File: src/rtl/send_fwd_if.sv
// Forwarding bundle between the D-stage hazard logic and the send_fwd producer.
// master = send_fwd (drives stall and FWD_*), slave = pipeline side.
interface send_fwd_if;
    logic [4:0]  D_Reg_Addr;
    logic        D_Reg_W;
    logic [2:0]  D_T_new;
    logic [4:0]  D_rs;
    logic [4:0]  D_rt;
    logic        D_rs_used;
    logic        D_rt_used;
    logic [2:0]  D_rs_T_use;
    logic [2:0]  D_rt_T_use;
    logic [31:0] E_Result;
    logic [31:0] M_Result;
    logic [31:0] W_Result;
    logic        stall;
    logic [4:0]  FWD_E_Reg_Addr;
    logic [4:0]  FWD_M_Reg_Addr;
    logic [4:0]  FWD_W_Reg_Addr;
    logic        FWD_E_Reg_W;
    logic        FWD_M_Reg_W;
    logic        FWD_W_Reg_W;
    logic [2:0]  FWD_E_T_new;
    logic [2:0]  FWD_M_T_new;
    logic [2:0]  FWD_W_T_new;
    logic [31:0] FWD_E_Reg_Data;
    logic [31:0] FWD_M_Reg_Data;
    logic [31:0] FWD_W_Reg_Data;

    modport master (
        input  D_Reg_Addr, D_Reg_W, D_T_new,
        input  D_rs, D_rt, D_rs_used, D_rt_used,
        input  D_rs_T_use, D_rt_T_use,
        input  E_Result, M_Result, W_Result,
        output stall,
        output FWD_E_Reg_Addr, FWD_M_Reg_Addr, FWD_W_Reg_Addr,
        output FWD_E_Reg_W, FWD_M_Reg_W, FWD_W_Reg_W,
        output FWD_E_T_new, FWD_M_T_new, FWD_W_T_new,
        output FWD_E_Reg_Data, FWD_M_Reg_Data, FWD_W_Reg_Data
    );

    modport slave (
        output D_Reg_Addr, D_Reg_W, D_T_new,
        output D_rs, D_rt, D_rs_used, D_rt_used,
        output D_rs_T_use, D_rt_T_use,
        output E_Result, M_Result, W_Result,
        input  stall,
        input  FWD_E_Reg_Addr, FWD_M_Reg_Addr, FWD_W_Reg_Addr,
        input  FWD_E_Reg_W, FWD_M_Reg_W, FWD_W_Reg_W,
        input  FWD_E_T_new, FWD_M_T_new, FWD_W_T_new,
        input  FWD_E_Reg_Data, FWD_M_Reg_Data, FWD_W_Reg_Data
    );
endinterface

File: src/rtl/send_fwd.sv
// Register-forwarding producer: tracks E/M/W destination records
// and raises the D-stage stall when an operand cannot be forwarded in time.
module send_fwd (
    input  logic              clk,
    input  logic              reset,
    send_fwd_if.master        fwd
);

    typedef struct packed {
        logic [4:0] addr;
        logic       wen;
        logic [2:0] tnew;
    } rec_t;

    rec_t e_q, e_d;
    rec_t m_q, m_d;
    rec_t w_q, w_d;

    logic hit_rs;
    logic hit_rt;
    logic stall;

    // Countdown saturates at 0 so an over-range T_new never wraps.
    function automatic rec_t age(input rec_t r);
        rec_t o;
        o      = r;
        o.tnew = (r.tnew == 3'd0) ? 3'd0 : r.tnew - 3'd1;
        return o;
    endfunction

    function automatic logic hit(
        input rec_t       r,
        input logic [4:0] src,
        input logic       used,
        input logic [2:0] tuse
    );
        return used && (src != 5'd0) && r.wen &&
               (r.addr == src) && (r.tnew > tuse);
    endfunction

    always_comb begin
        hit_rs = hit(e_q, fwd.D_rs, fwd.D_rs_used, fwd.D_rs_T_use) ||
                 hit(m_q, fwd.D_rs, fwd.D_rs_used, fwd.D_rs_T_use);
        hit_rt = hit(e_q, fwd.D_rt, fwd.D_rt_used, fwd.D_rt_T_use) ||
                 hit(m_q, fwd.D_rt, fwd.D_rt_used, fwd.D_rt_T_use);
        stall  = hit_rs || hit_rt;
    end

    always_comb begin
        e_d = '0;
        if (!stall) begin
            e_d.addr = fwd.D_Reg_Addr;
            e_d.wen  = fwd.D_Reg_W && (fwd.D_Reg_Addr != 5'd0);
            e_d.tnew = fwd.D_T_new;
        end
        m_d = age(e_q);
        w_d = age(m_q);
    end

    always_ff @(posedge clk) begin
        if (!reset) begin
            e_q <= '0;
            m_q <= '0;
            w_q <= '0;
        end else begin
            e_q <= e_d;
            m_q <= m_d;
            w_q <= w_d;
        end
    end

    assign fwd.stall          = stall;
    assign fwd.FWD_E_Reg_Addr = e_q.addr;
    assign fwd.FWD_M_Reg_Addr = m_q.addr;
    assign fwd.FWD_W_Reg_Addr = w_q.addr;
    assign fwd.FWD_E_Reg_W    = e_q.wen;
    assign fwd.FWD_M_Reg_W    = m_q.wen;
    assign fwd.FWD_W_Reg_W    = w_q.wen;
    assign fwd.FWD_E_T_new    = e_q.tnew;
    assign fwd.FWD_M_T_new    = m_q.tnew;
    assign fwd.FWD_W_T_new    = w_q.tnew;
    assign fwd.FWD_E_Reg_Data = fwd.E_Result;
    assign fwd.FWD_M_Reg_Data = fwd.M_Result;
    assign fwd.FWD_W_Reg_Data = fwd.W_Result;

endmodule

File: src/flat_wrapper.sv
// flat-port wrapper written by rule: the top's interface ports become plain ports
module send_fwd_flat 
  (clk, reset, fwd_D_Reg_Addr, fwd_D_Reg_W, fwd_D_T_new, fwd_D_rs, fwd_D_rt, fwd_D_rs_used, fwd_D_rt_used, fwd_D_rs_T_use, fwd_D_rt_T_use, fwd_E_Result, fwd_M_Result, fwd_W_Result, fwd_stall, fwd_FWD_E_Reg_Addr, fwd_FWD_M_Reg_Addr, fwd_FWD_W_Reg_Addr, fwd_FWD_E_Reg_W, fwd_FWD_M_Reg_W, fwd_FWD_W_Reg_W, fwd_FWD_E_T_new, fwd_FWD_M_T_new, fwd_FWD_W_T_new, fwd_FWD_E_Reg_Data, fwd_FWD_M_Reg_Data, fwd_FWD_W_Reg_Data);
  send_fwd_if fwd_i ();
  input  logic clk;
  input  logic reset;
  input wire logic [$bits(fwd_i.D_Reg_Addr)-1:0] fwd_D_Reg_Addr;
  input wire logic [$bits(fwd_i.D_Reg_W)-1:0] fwd_D_Reg_W;
  input wire logic [$bits(fwd_i.D_T_new)-1:0] fwd_D_T_new;
  input wire logic [$bits(fwd_i.D_rs)-1:0] fwd_D_rs;
  input wire logic [$bits(fwd_i.D_rt)-1:0] fwd_D_rt;
  input wire logic [$bits(fwd_i.D_rs_used)-1:0] fwd_D_rs_used;
  input wire logic [$bits(fwd_i.D_rt_used)-1:0] fwd_D_rt_used;
  input wire logic [$bits(fwd_i.D_rs_T_use)-1:0] fwd_D_rs_T_use;
  input wire logic [$bits(fwd_i.D_rt_T_use)-1:0] fwd_D_rt_T_use;
  input wire logic [$bits(fwd_i.E_Result)-1:0] fwd_E_Result;
  input wire logic [$bits(fwd_i.M_Result)-1:0] fwd_M_Result;
  input wire logic [$bits(fwd_i.W_Result)-1:0] fwd_W_Result;
  output wire logic [$bits(fwd_i.stall)-1:0] fwd_stall;
  output wire logic [$bits(fwd_i.FWD_E_Reg_Addr)-1:0] fwd_FWD_E_Reg_Addr;
  output wire logic [$bits(fwd_i.FWD_M_Reg_Addr)-1:0] fwd_FWD_M_Reg_Addr;
  output wire logic [$bits(fwd_i.FWD_W_Reg_Addr)-1:0] fwd_FWD_W_Reg_Addr;
  output wire logic [$bits(fwd_i.FWD_E_Reg_W)-1:0] fwd_FWD_E_Reg_W;
  output wire logic [$bits(fwd_i.FWD_M_Reg_W)-1:0] fwd_FWD_M_Reg_W;
  output wire logic [$bits(fwd_i.FWD_W_Reg_W)-1:0] fwd_FWD_W_Reg_W;
  output wire logic [$bits(fwd_i.FWD_E_T_new)-1:0] fwd_FWD_E_T_new;
  output wire logic [$bits(fwd_i.FWD_M_T_new)-1:0] fwd_FWD_M_T_new;
  output wire logic [$bits(fwd_i.FWD_W_T_new)-1:0] fwd_FWD_W_T_new;
  output wire logic [$bits(fwd_i.FWD_E_Reg_Data)-1:0] fwd_FWD_E_Reg_Data;
  output wire logic [$bits(fwd_i.FWD_M_Reg_Data)-1:0] fwd_FWD_M_Reg_Data;
  output wire logic [$bits(fwd_i.FWD_W_Reg_Data)-1:0] fwd_FWD_W_Reg_Data;
  assign fwd_i.D_Reg_Addr = fwd_D_Reg_Addr;
  assign fwd_i.D_Reg_W = fwd_D_Reg_W;
  assign fwd_i.D_T_new = fwd_D_T_new;
  assign fwd_i.D_rs = fwd_D_rs;
  assign fwd_i.D_rt = fwd_D_rt;
  assign fwd_i.D_rs_used = fwd_D_rs_used;
  assign fwd_i.D_rt_used = fwd_D_rt_used;
  assign fwd_i.D_rs_T_use = fwd_D_rs_T_use;
  assign fwd_i.D_rt_T_use = fwd_D_rt_T_use;
  assign fwd_i.E_Result = fwd_E_Result;
  assign fwd_i.M_Result = fwd_M_Result;
  assign fwd_i.W_Result = fwd_W_Result;
  assign fwd_stall = fwd_i.stall;
  assign fwd_FWD_E_Reg_Addr = fwd_i.FWD_E_Reg_Addr;
  assign fwd_FWD_M_Reg_Addr = fwd_i.FWD_M_Reg_Addr;
  assign fwd_FWD_W_Reg_Addr = fwd_i.FWD_W_Reg_Addr;
  assign fwd_FWD_E_Reg_W = fwd_i.FWD_E_Reg_W;
  assign fwd_FWD_M_Reg_W = fwd_i.FWD_M_Reg_W;
  assign fwd_FWD_W_Reg_W = fwd_i.FWD_W_Reg_W;
  assign fwd_FWD_E_T_new = fwd_i.FWD_E_T_new;
  assign fwd_FWD_M_T_new = fwd_i.FWD_M_T_new;
  assign fwd_FWD_W_T_new = fwd_i.FWD_W_T_new;
  assign fwd_FWD_E_Reg_Data = fwd_i.FWD_E_Reg_Data;
  assign fwd_FWD_M_Reg_Data = fwd_i.FWD_M_Reg_Data;
  assign fwd_FWD_W_Reg_Data = fwd_i.FWD_W_Reg_Data;
  send_fwd u_core (.clk(clk), .reset(reset), .fwd(fwd_i));
endmodule
File: config.mk
export PLATFORM = sky130hd
export DESIGN_NAME = send_fwd_flat
export DESIGN_NICKNAME = d
export VERILOG_FILES = /design/src/rtl/send_fwd_if.sv /design/src/rtl/send_fwd.sv /design/src/flat_wrapper.sv
export SDC_FILE = /design/constraint.sdc
export NUM_CORES = 1
export LEC_CHECK = 0
export BUFFER_PORTS_ARGS = -buffer_cell sky130_fd_sc_hd__buf_2
export CAP_MARGIN = 20
export CELL_PAD_IN_SITES_DETAIL_PLACEMENT = 0
export CELL_PAD_IN_SITES_GLOBAL_PLACEMENT = 1
export CORE_UTILIZATION = 23
export DETAILED_ROUTE_END_ITERATION = 6
export PLACE_DENSITY_LB_ADDON = 0.3
export SLEW_MARGIN = 25
export SYNTH_ARGS = -nofsm -noshare
export SYNTH_HDL_FRONTEND = slang
export SYNTH_SLANG_ARGS = --single-unit
File: constraint.sdc
create_clock -name clk -period 4 [get_ports clk]
set_input_delay 0 -clock clk [delete_from_list [all_inputs] [get_ports clk]]
set_output_delay 0 -clock clk [all_outputs]
set_load 0.02 [all_outputs]
==> results of run 1 <==
-- critical path, delay by kind of cell, from the launching register on --
family,cells,cell delay (ns)
compound gates,2,0.46
fa+ha+maj,1,0.31
buf+inv,1,0.22
flops,1,0.35
simple gates,2,0.34
-- per-stage QoR --
stage | utilization, % | hold slack [ns] | area (um2)
6_report | 21.8 | 0.00000734 | 1910
2_1_floorplan | - | 0.113 | 2080
3_5_place_dp | 20.2 | 0.000137 | 1770
5_1_grt | 21.8 | 0.0000280 | 1910
4_1_cts | 21.8 | 0.000137 | 1910
3_3_place_gp | 20.2 | 0.000137 | 1770
-- registers in the layout, summed over array words and instances, names as in the netlist --
register,flops
u_core.fwd.FWD_W_Reg_W,1
u_core.fwd.FWD_W_Reg_Addr,5
u_core.fwd.FWD_M_Reg_Addr,5
u_core.fwd.FWD_E_Reg_W,1
u_core.fwd.FWD_M_T_new,3
u_core.fwd.FWD_M_Reg_W,1
u_core.fwd.FWD_E_T_new,3
u_core.fwd.FWD_E_Reg_Addr,5
u_core.fwd.FWD_W_T_new,3
-- final cells by class --
cell class / count / area share [%]
clock buffer: 3 / 2.16
clock inverter: 1 / 0.393
inverter: 10 / 1.97
multi-input combinational: 100 / 40.7
sequential: 27 / 28.3
tap: 108 / 7.08
timing repair buffer: 65 / 19.4
-- cells in the final DEF (no fill, tap or decap), types with 2 or more instances in the layout --
cell / instances
o21a_1: 6
xor2_1: 8
nor2b_1: 4
ha_1: 16
nor2_1: 15
dlygate4sd3_1: 9
a311oi_1: 4
or4_1: 3
nand2_1: 8
and2_1: 12
inv_1: 10
o2111ai_1: 4
nand2b_1: 2
buf_2: 56
dfxtp_1: 27
and4_1: 4
xnor2_1: 12
clkbuf_8: 3
-- worst max-delay path by stage --
| stage | to | from |
|---|---|---|
| 5_1_grt | fwd_stall | u_core.fwd.FWD_M_T_new[1] |
| 3_3_place_gp | fwd_stall | u_core.fwd.FWD_M_T_new[1] |
| 3_5_place_dp | u_core.fwd.FWD_E_Reg_Addr[2] | u_core.fwd.FWD_M_T_new[1] |
| 2_1_floorplan | u_core.fwd.FWD_E_Reg_Addr[0] | u_core.fwd.FWD_M_T_new[1] |
| 6_report | fwd_stall | u_core.fwd.FWD_M_T_new[1] |
| 4_1_cts | fwd_stall | u_core.fwd.FWD_M_T_new[1] |
-- report_power, final --
group	internal [mW]	switching, mW
clock	0.0708	0.0918
sequential	0.283	0.0135
combinational	0.0589	0.0671
-- cell usage after synthesis --
library cell,count
and4_1,4
xnor2_1,12
or4_1,3
nor2b_1,4
nand2b_1,2
nand2_1,8
clkbuf_1,2
inv_1,10
a311oi_1,4
and2_1,12
o2111ai_1,4
buf_4,96
o211ai_1,1
o21a_1,6
nand4_4,1
dfxtp_1,27
xor2_1,8
ha_1,16
nor2_1,15
-- kinds of logic after synthesis --
group | count (synthesis) | share of synthesized area (%)
adder cells (fa/ha/maj) | 16 | 9.62
AO/OA/AOI/OAI | 15 | 5.89
flip-flops | 27 | 26.0
XOR/XNOR | 20 | 8.41
AND/OR/NAND/NOR | 49 | 13.3
buffers and inverters | 108 | 36.8
-- metal layers --
layer / part of all wire [%] / global-route usage, % / up-vias
li1: - / - / 606
met1: 43 / 10.6 / 587
met2: 47 / 15.4 / 55
met3: 7.4 / 2.30 / 26
met4: 3.2 / 5.51 / 0
met5: 0 / 0 / -
==> metrics, run 1 <==
# rows 34; largest cells by area after synthesis buf_4 (35%), dfxtp_1 (26%), ha_1 (9.6%); total CTS buffers 3; Worst EP arrival 1.96 ns; Layout Cells excl Fill 314; Die ar. 9440 um2; H-tree Lvls 1; CP endpoint kind output pin; worst-path fanout max 10; deepest clock path buffer count 2; slew margin rel. 74.2%; critical path's largest stage delay 0.35 ns; Die Wd 97.1 um; initial antenna violation count 0; max cap viols 0; layout cells sized above 1 29.6%; PostCTS Resize Cnt 0; Die Height 97.1 um; largest net degree at the start of global routing 24; area leader, netlist buf_4; Worst R2R Start u_core.fwd.FWD_M_T_new[1]; Max Freq 510 MHz; yosys warns 0; Via Count 1274; Mapped Area 2080 um2; RSZ-0062 raised after global routing no; Final min period 1.96 ns; RePlAce Congestion 0.791; final setup violation count 0; fillers 986; port bufs 56; Initial Util 23.8%; Peak VDD IR 0.0913 mV; dpl ws 2.31 ns; slew of the pin with the lowest slew margin 0.387 ns; sequential fraction of the synthesis area 26.0%; Storage cell area 541 um2; post-synth net total 376; vias in the first global route 1318; Post-Route WL 4.44 mm; First-pass DRT Iterations 4; setup TNS 0 ns; Skew-Pair Late Insertion Delay 0.28 ns; top-area cell type share of the netlist area 34.6%; global router's overall resource usage 9.22%; number of routed nets with antenna violations 0; class of the worst hold path in2out; Hold Buf Count CTS 9; first-pass GRT wire length 6.88 mm; Clock Skews 0.00854 ns; worst r2r dst u_core.fwd.FWD_E_Reg_Addr[1]; Cells after DPL 301; Ports 249; CP Class reg2out; footprint of the multi-input gates 776 um2; clock-pin transition on the worst setup and hold timing paths 0.10 ns; Avg WL per Cell 14.1 um; final net count 348; Yosys reg bits 27; CP max stage cell dfxtp_1; Post-Syn Instances 235; Post-CTS Setup Bufs 0; initial DRC count 18; Hold EP fwd_FWD_E_Reg_Data[27]; post-synthesis cell type count 19; Reg2Reg Depth 6; Area Growth Syn to Fin -8.35%; Final WS setup 2.04 ns; DR vias/cell 4.06; Worst R2R Setup Slack 2.33 ns; clock sink count 27; Post-Syn Area per Cell 8.86 um2; critical-path cell list ha_1 > nor2b_1 > o21a_1 > o2111ai_1 > nand4_4 > buf_2; DRC errors left 0; # diodes 0; GRT overflow 0; clock tree from TritonCTS yes; CTS root buf clkbuf_8; final hold violations 0; CP Launch Type flop; Hold Path Cell Cnt 0; period utilization 49.0%; Worst EP required 4.00 ns; P_leak 0.913 nW; Core Region 8760 um2; pins over their slew limit 0; post-route total power 585 uW; outcome finished clean; min-delay src fwd_E_Result[27]; power per cell area 307 nW/um2; DPL Wire Length 3.75 mm
No activity file was read; power rests on OpenSTA's default activity.
==> inputs of run 2 (changes only) <==
--- a/config.mk
+++ b/config.mk
@@ -9,7 +9,7 @@
 export CAP_MARGIN = 20
 export CELL_PAD_IN_SITES_DETAIL_PLACEMENT = 0
 export CELL_PAD_IN_SITES_GLOBAL_PLACEMENT = 1
-export CORE_UTILIZATION = 23
+export CORE_UTILIZATION = 19
 export DETAILED_ROUTE_END_ITERATION = 6
 export PLACE_DENSITY_LB_ADDON = 0.3
 export SLEW_MARGIN = 25
==> constraint.sdc (replaced) <==
create_clock -name clk -period 1.6 [get_ports clk]
set_input_delay 0 -clock clk [delete_from_list [all_inputs] [get_ports clk]]
set_output_delay 0 -clock clk [all_outputs]
set_load 0.02 [all_outputs]
==> run 2 against run 1 <==
Against the previous run:
- the flow now finishes with violations (negative setup slack)
- first-iteration DRC count is 33% higher
- highest routed layer unchanged
- critical path type unchanged
- sequential share of layout area is 2.9 points lower
- clock-buffer cell count stayed put
- hold slack hardly changed
- final cell count is 12% higher
- largest power group unchanged
- routed wire length is 13% higher
- largest cell class unchanged
- utilization is 0.88 points lower
==> metrics, run 2 (same netlist as run 1, synthesis figures left out) <==
Die ar. 11400 um2 (was 9440 um2); port bufs 56 (unchanged); Max Freq 578 MHz; Area Growth Syn to Fin 4.99% (was -8.35%); Clock Skews 0.0128 ns (was 0.00854 ns); worst-path fanout max 3 (was 10); DR vias/cell 3.69 (was 4.06); # diodes 0 (unchanged); slew of the pin with the lowest slew margin 0.394 ns (was 0.387 ns); Initial Util 19.9% (was 23.8%); max cap viols 0 (unchanged); Top Metal Used met4 (unchanged); power per cell area 720 nW/um2 (was 307 nW/um2); fillers 1201 (was 986); Core Region 10500 um2 (was 8760 um2); clock sink count 27 (unchanged); Final WS setup -0.130 ns (was 2.04 ns); Reg2Reg Depth 6 (unchanged); class of the worst hold path in2out (unchanged); final setup violation count 10 (was 0); Via Count 1296 (was 1274); final hold violations 0 (unchanged); fin util 20.9% (was 21.8%); Worst EP arrival 1.73 ns (was 1.96 ns); DPL Wire Length 4.03 mm (was 3.75 mm); critical path's largest stage delay 0.38 ns (was 0.35 ns); RePlAce Congestion 0.719 (was 0.791); clock-pin transition on the worst setup and hold timing paths 0.10 ns (about the same); Die Height 107 um (was 97.1 um); vias in the first global route 1380 (was 1318); CP Launch Type flop (unchanged); P_leak 0.979 nW (was 0.913 nW); final net count 357 (was 348); commonest non-fill, non-tap cell in the layout buf_2 (unchanged); # rows 37 (was 34); Avg WL per Cell 14.3 um (was 14.1 um); Met1 Wirelength 2.10 mm (was 1.90 mm); global router's overall resource usage 8.81% (was 9.22%); wire length on met2 2.41 mm (was 2.07 mm); H-tree Lvls 1 (unchanged); failing checks negative setup slack; Worst EP required 1.60 ns (was 4.00 ns); CP endpoint kind output pin (unchanged); clock tree from TritonCTS yes (unchanged); Final min period 1.73 ns; period utilization 108%; WL met3 347 um (was 329 um); layout cells sized above 1 44.7% (was 29.6%); deepest clock path buffer count 2 (unchanged); Post-Route WL 5.02 mm (was 4.44 mm); pins over their slew limit 0 (unchanged); Ports 249 (unchanged); leading cell types in the layout, fill and taps excluded buf_2 (55), dfxtp_1 (21), nor2_1 (15), xnor2_1 (12), and2_1 (12) (was buf_2 (56), dfxtp_1 (27), ha_1 (16), nor2_1 (15)); DRC errors left 0 (unchanged); CP max stage cell dfxtp_4 (was dfxtp_1); critical-path cell list ha_4 > nor2b_1 > o21a_1 > o2111ai_2 > nand4_4 > buf_6 (was ha_1 > nor2b_1 > o21a_1 > o2111ai_1 > nand4_4 > buf_2); initial antenna violation count 0 (unchanged); Die Wd 107 um (was 97.1 um); Skew-Pair Late Insertion Delay 0.29 ns (was 0.28 ns); slew margin rel. 73.7% (was 74.2%); post-route total power 1.57 mW (was 585 uW); first-pass GRT wire length 7.65 mm (was 6.88 mm); largest net degree at the start of global routing 24 (unchanged); total CTS buffers 3 (unchanged); GRT overflow 0 (unchanged); CTS root buf clkbuf_8 (unchanged); First-pass DRT Iterations 4 (unchanged); number of routed nets with antenna violations 0 (unchanged); outcome finished with violations (was finished clean); Peak VDD IR 0.222 mV (was 0.0913 mV); RSZ-0062 raised after global routing yes (was no); initial DRC count 24 (was 18); CP Class reg2out (unchanged); Hold Path Cell Cnt 0 (unchanged)
==> run 2: final timing paths <==
path	startpoint	endpoint	slack [ns]
setup / recovery	u_core.fwd.FWD_E_T_new[1]	fwd_stall	-0.13
hold / removal	fwd_M_Result[21]	fwd_FWD_M_Reg_Data[21]	0.000008
setup reg to reg	u_core.fwd.FWD_M_T_new[2]	u_core.fwd.FWD_E_Reg_Addr[1]	-0.06
hold reg to reg	u_core.fwd.FWD_E_T_new[0]	u_core.fwd.FWD_M_T_new[0]	0.51
==> run 2: critical path, delay by kind of cell, from the launching register on <==
family / cells / cell delay (ns)
compound gates: 2 / 0.40
fa+ha+maj: 1 / 0.24
flops: 1 / 0.38
buf+inv: 1 / 0.16
simple gates: 2 / 0.27
==> run 2: what timing repair did <==
item                                    CTS  global route
pin swaps                                 7            11
hold buffers                              9             0
endpoints found under the setup margin   10            10
endpoints found under the hold margin     9             0
buffers inserted                          2             2
gates resized for setup                  12            12
==> run 2: cell type report <==
type,instances,area (um2),share of cell area (%)
inverter,10,37.5,1.72
clock inverter,1,7.51,0.343
tap,136,170,7.78
multi-input combinational,100,926,42.4
clock buffer,3,41.3,1.89
timing repair buffer,74,448,20.5
sequential,27,556,25.4
==> run 2: per-layer routing <==
metal	track usage (%)	vias to the layer above
li1	-	626
met1	10.3	583
met2	14.8	63
met3	1.95	24
met4	5.09	0
met5	0	-
==> run 2: stage by stage <==
step                      hold slack (ns)  instance area (um2)  cells  setup WS (ns)  setup TNS, ns
after floorplan                     0.113                 2110    235        0.00138              0
final                          0.00000775                 2190    351         -0.130         -0.608
after global placement           0.000137                 1870    334        -0.0342         -0.134
after CTS                        0.000137                 2120    349         -0.169         -0.871
after detailed placement         0.000137                 1870    334        -0.0416         -0.274
after global routing            0.0000292                 2190    351         -0.205          -1.30
==> run 2: power breakdown <==
part	internal, mW	switching, mW
registers	0.708	0.0356
clock network	0.178	0.247
logic	0.203	0.203
==> inputs of run 3 (changes only) <==
--- a/config.mk
+++ b/config.mk
@@ -12,6 +12,7 @@
 export CORE_UTILIZATION = 19
 export DETAILED_ROUTE_END_ITERATION = 6
 export PLACE_DENSITY_LB_ADDON = 0.3
+export SETUP_SLACK_MARGIN = 0.05
 export SLEW_MARGIN = 25
 export SYNTH_ARGS = -nofsm -noshare
 export SYNTH_HDL_FRONTEND = slang
==> run 3 against run 2 <==
Against the previous run:
- critical path type unchanged
- largest cell class unchanged
- hold slack barely moved
- the flow still finishes with violations (negative setup slack)
- fmax down 0.53%
- global-route usage up 0.27 points
- critical path depth did not move
- critical endpoint unchanged
- first-iteration DRC count grew 13%
==> metrics, run 3 (same netlist as run 1, synthesis figures left out) <==
Storage cell area 556 um2 (unchanged); setup TNS -0.406 ns (was -0.608 ns); CTS root buf clkbuf_8 (unchanged); Hold Path Cell Cnt 0 (unchanged); initial DRC count 27 (was 24); First-pass DRT Iterations 3 (was 4); failing checks negative setup slack (unchanged); Post-Route WL 5.13 mm (was 5.02 mm); CP max stage cell dfxtp_4 (unchanged); CP endpoint kind output pin (unchanged); Die Wd 107 um (unchanged); number of routed nets with antenna violations 0 (unchanged); critical-path cell list ha_4 > nor2b_1 > o21a_1 > o2111ai_2 > nand4_4 > buf_6 (unchanged); Hold WS 0.00000775 ns (about the same); footprint of the multi-input gates 938 um2 (was 926 um2); final hold violations 0 (unchanged); DPL Wire Length 4.29 mm (was 4.03 mm); Hold EP fwd_FWD_W_Reg_Data[11] (was fwd_FWD_M_Reg_Data[21]); max cap viols 0 (unchanged); Final Cell Area 2190 um2 (about the same); Worst EP required 1.60 ns (about the same); leading cell types in the layout, fill and taps excluded buf_2 (55), dfxtp_1 (21), xnor2_1 (12), and2_1 (12) (was buf_2 (55), dfxtp_1 (21), nor2_1 (15), xnor2_1 (12), and2_1 (12)); period utilization 109% (was 108%); # diodes 0 (unchanged); final net count 355 (was 357); commonest non-fill, non-tap cell in the layout buf_2 (unchanged); first-pass GRT wire length 7.71 mm (was 7.65 mm); slew margin rel. 74.4% (was 73.7%); Initial Util 19.9% (unchanged); total CTS buffers 3 (unchanged); RSZ-0062 raised after global routing yes (unchanged); global router's overall resource usage 9.08% (was 8.81%); RePlAce Congestion 0.728 (was 0.719); outcome finished with violations (unchanged); P_leak 0.962 nW (was 0.979 nW); DRC errors left 0 (unchanged); Final WS setup -0.139 ns (was -0.130 ns); Die Height 107 um (unchanged); fin util 20.9% (about the same); Clock Skews 0.00504 ns (was 0.0128 ns); Via Count 1297 (was 1296); worst-path fanout max 4 (was 3); critical path's largest stage delay 0.38 ns (about the same); initial antenna violation count 0 (unchanged); final setup violation count 10 (unchanged); # rows 37 (unchanged); Reg2Reg Depth 8 (was 6); delay-heaviest family, CP flip-flops (was compound AO/OA/AOI/OAI gates); min-delay src fwd_W_Result[11] (was fwd_M_Result[21]); Area Growth Syn to Fin 5.17% (was 4.99%); DR vias/cell 3.72 (was 3.69); fillers 1184 (was 1201); class of the worst hold path in2out (unchanged); layout cells sized above 1 45.5% (was 44.7%); buffers and inverters on the worst path 1 (unchanged); clock sink count 27 (unchanged); clock-pin transition on the worst setup and hold timing paths 0.10 ns (about the same); Worst R2R Start u_core.fwd.FWD_M_T_new[1] (was u_core.fwd.FWD_M_T_new[2]); deepest clock path buffer count 2 (unchanged); Core Region 10500 um2 (unchanged); Worst R2R Setup Slack -0.10 ns (was -0.06 ns); slew of the pin with the lowest slew margin 0.383 ns (was 0.394 ns); worst r2r dst u_core.fwd.FWD_E_Reg_Addr[2] (was u_core.fwd.FWD_E_Reg_Addr[1]); CP Launch Type flop (unchanged); Die ar. 11400 um2 (unchanged); largest net degree at the start of global routing 24 (unchanged); H-tree Lvls 1 (unchanged); placed cell area 1930 um2 (was 1870 um2); CP Class reg2out (unchanged); Max Freq 575 MHz (was 578 MHz); GRT overflow 0 (unchanged); Peak VDD IR 0.270 mV (was 0.222 mV); Worst EP arrival 1.74 ns (was 1.73 ns); Avg WL per Cell 14.7 um (was 14.3 um); pins over their slew limit 0 (unchanged); clock tree from TritonCTS yes (unchanged); port bufs 56 (unchanged); vias in the first global route 1334 (was 1380); Final min period 1.74 ns (was 1.73 ns); Ports 249 (unchanged); Skew-Pair Late Insertion Delay 0.28 ns (was 0.29 ns); power per cell area 705 nW/um2 (was 720 nW/um2)
-- run 3: worst max-delay path by stage --
stage,slack (ns),to,from,depth (start not counted)
3_5_place_dp,0.01,u_core.fwd.FWD_E_T_new[1],u_core.fwd.FWD_E_T_new[1],6
2_1_floorplan,0.05,u_core.fwd.FWD_E_T_new[0],u_core.fwd.FWD_E_T_new[0],6
3_3_place_gp,0.03,fwd_stall,u_core.fwd.FWD_M_T_new[1],6
4_1_cts,-0.17,fwd_stall,u_core.fwd.FWD_M_T_new[1],6
5_1_grt,-0.23,fwd_stall,u_core.fwd.FWD_E_T_new[1],6
6_report,-0.14,fwd_stall,u_core.fwd.FWD_M_T_new[1],6
-- run 3: metrics by stage --
step                setup WS [ns]  power [mW]  instances
finish                     -0.139        1.54        349
global placement           0.0322        1.11        331
global route               -0.227        1.65        349
detailed placement         0.0145        1.11        331
CTS                        -0.171        1.56        347
floorplan                  0.0532        1.32        235
-- run 3: timing repair --
action,CTS,global route
pin swaps,8,10
hold endpoints to repair,9,0
resized for setup,3,18
endpoints found under the setup margin,10,10
hold buffers,9,0
buffers inserted,3,2
-- run 3: routing by layer --
layer  global-route usage (%)  share of wire (%)  vias up
li1                         -                  -      620
met1                     10.9                 41      586
met2                     14.6                 48       66
met3                     2.31                7.9       25
met4                     5.28                3.4        0
met5                        0                  0        -
-- run 3: power breakdown --
| group | switching, mW | internal (mW) | total [mW] |
|---|---|---|---|
| clock | 0.231 | 0.179 | 0.410 |
| sequential | 0.0377 | 0.708 | 0.745 |
| combinational | 0.198 | 0.190 | 0.388 |
| total | 0.467 | 1.08 | 1.54 |
-- run 3: final cells by class --
| class | instances | share of cell area [%] |
|---|---|---|
| clock inverters | 1 | 0.286 |
| repair buffers | 72 | 20.1 |
| well taps | 136 | 7.77 |
| multi-input cells | 100 | 42.9 |
| flip-flops and latches | 27 | 25.4 |
| clock buffers | 3 | 1.89 |
| inverters | 10 | 1.71 |
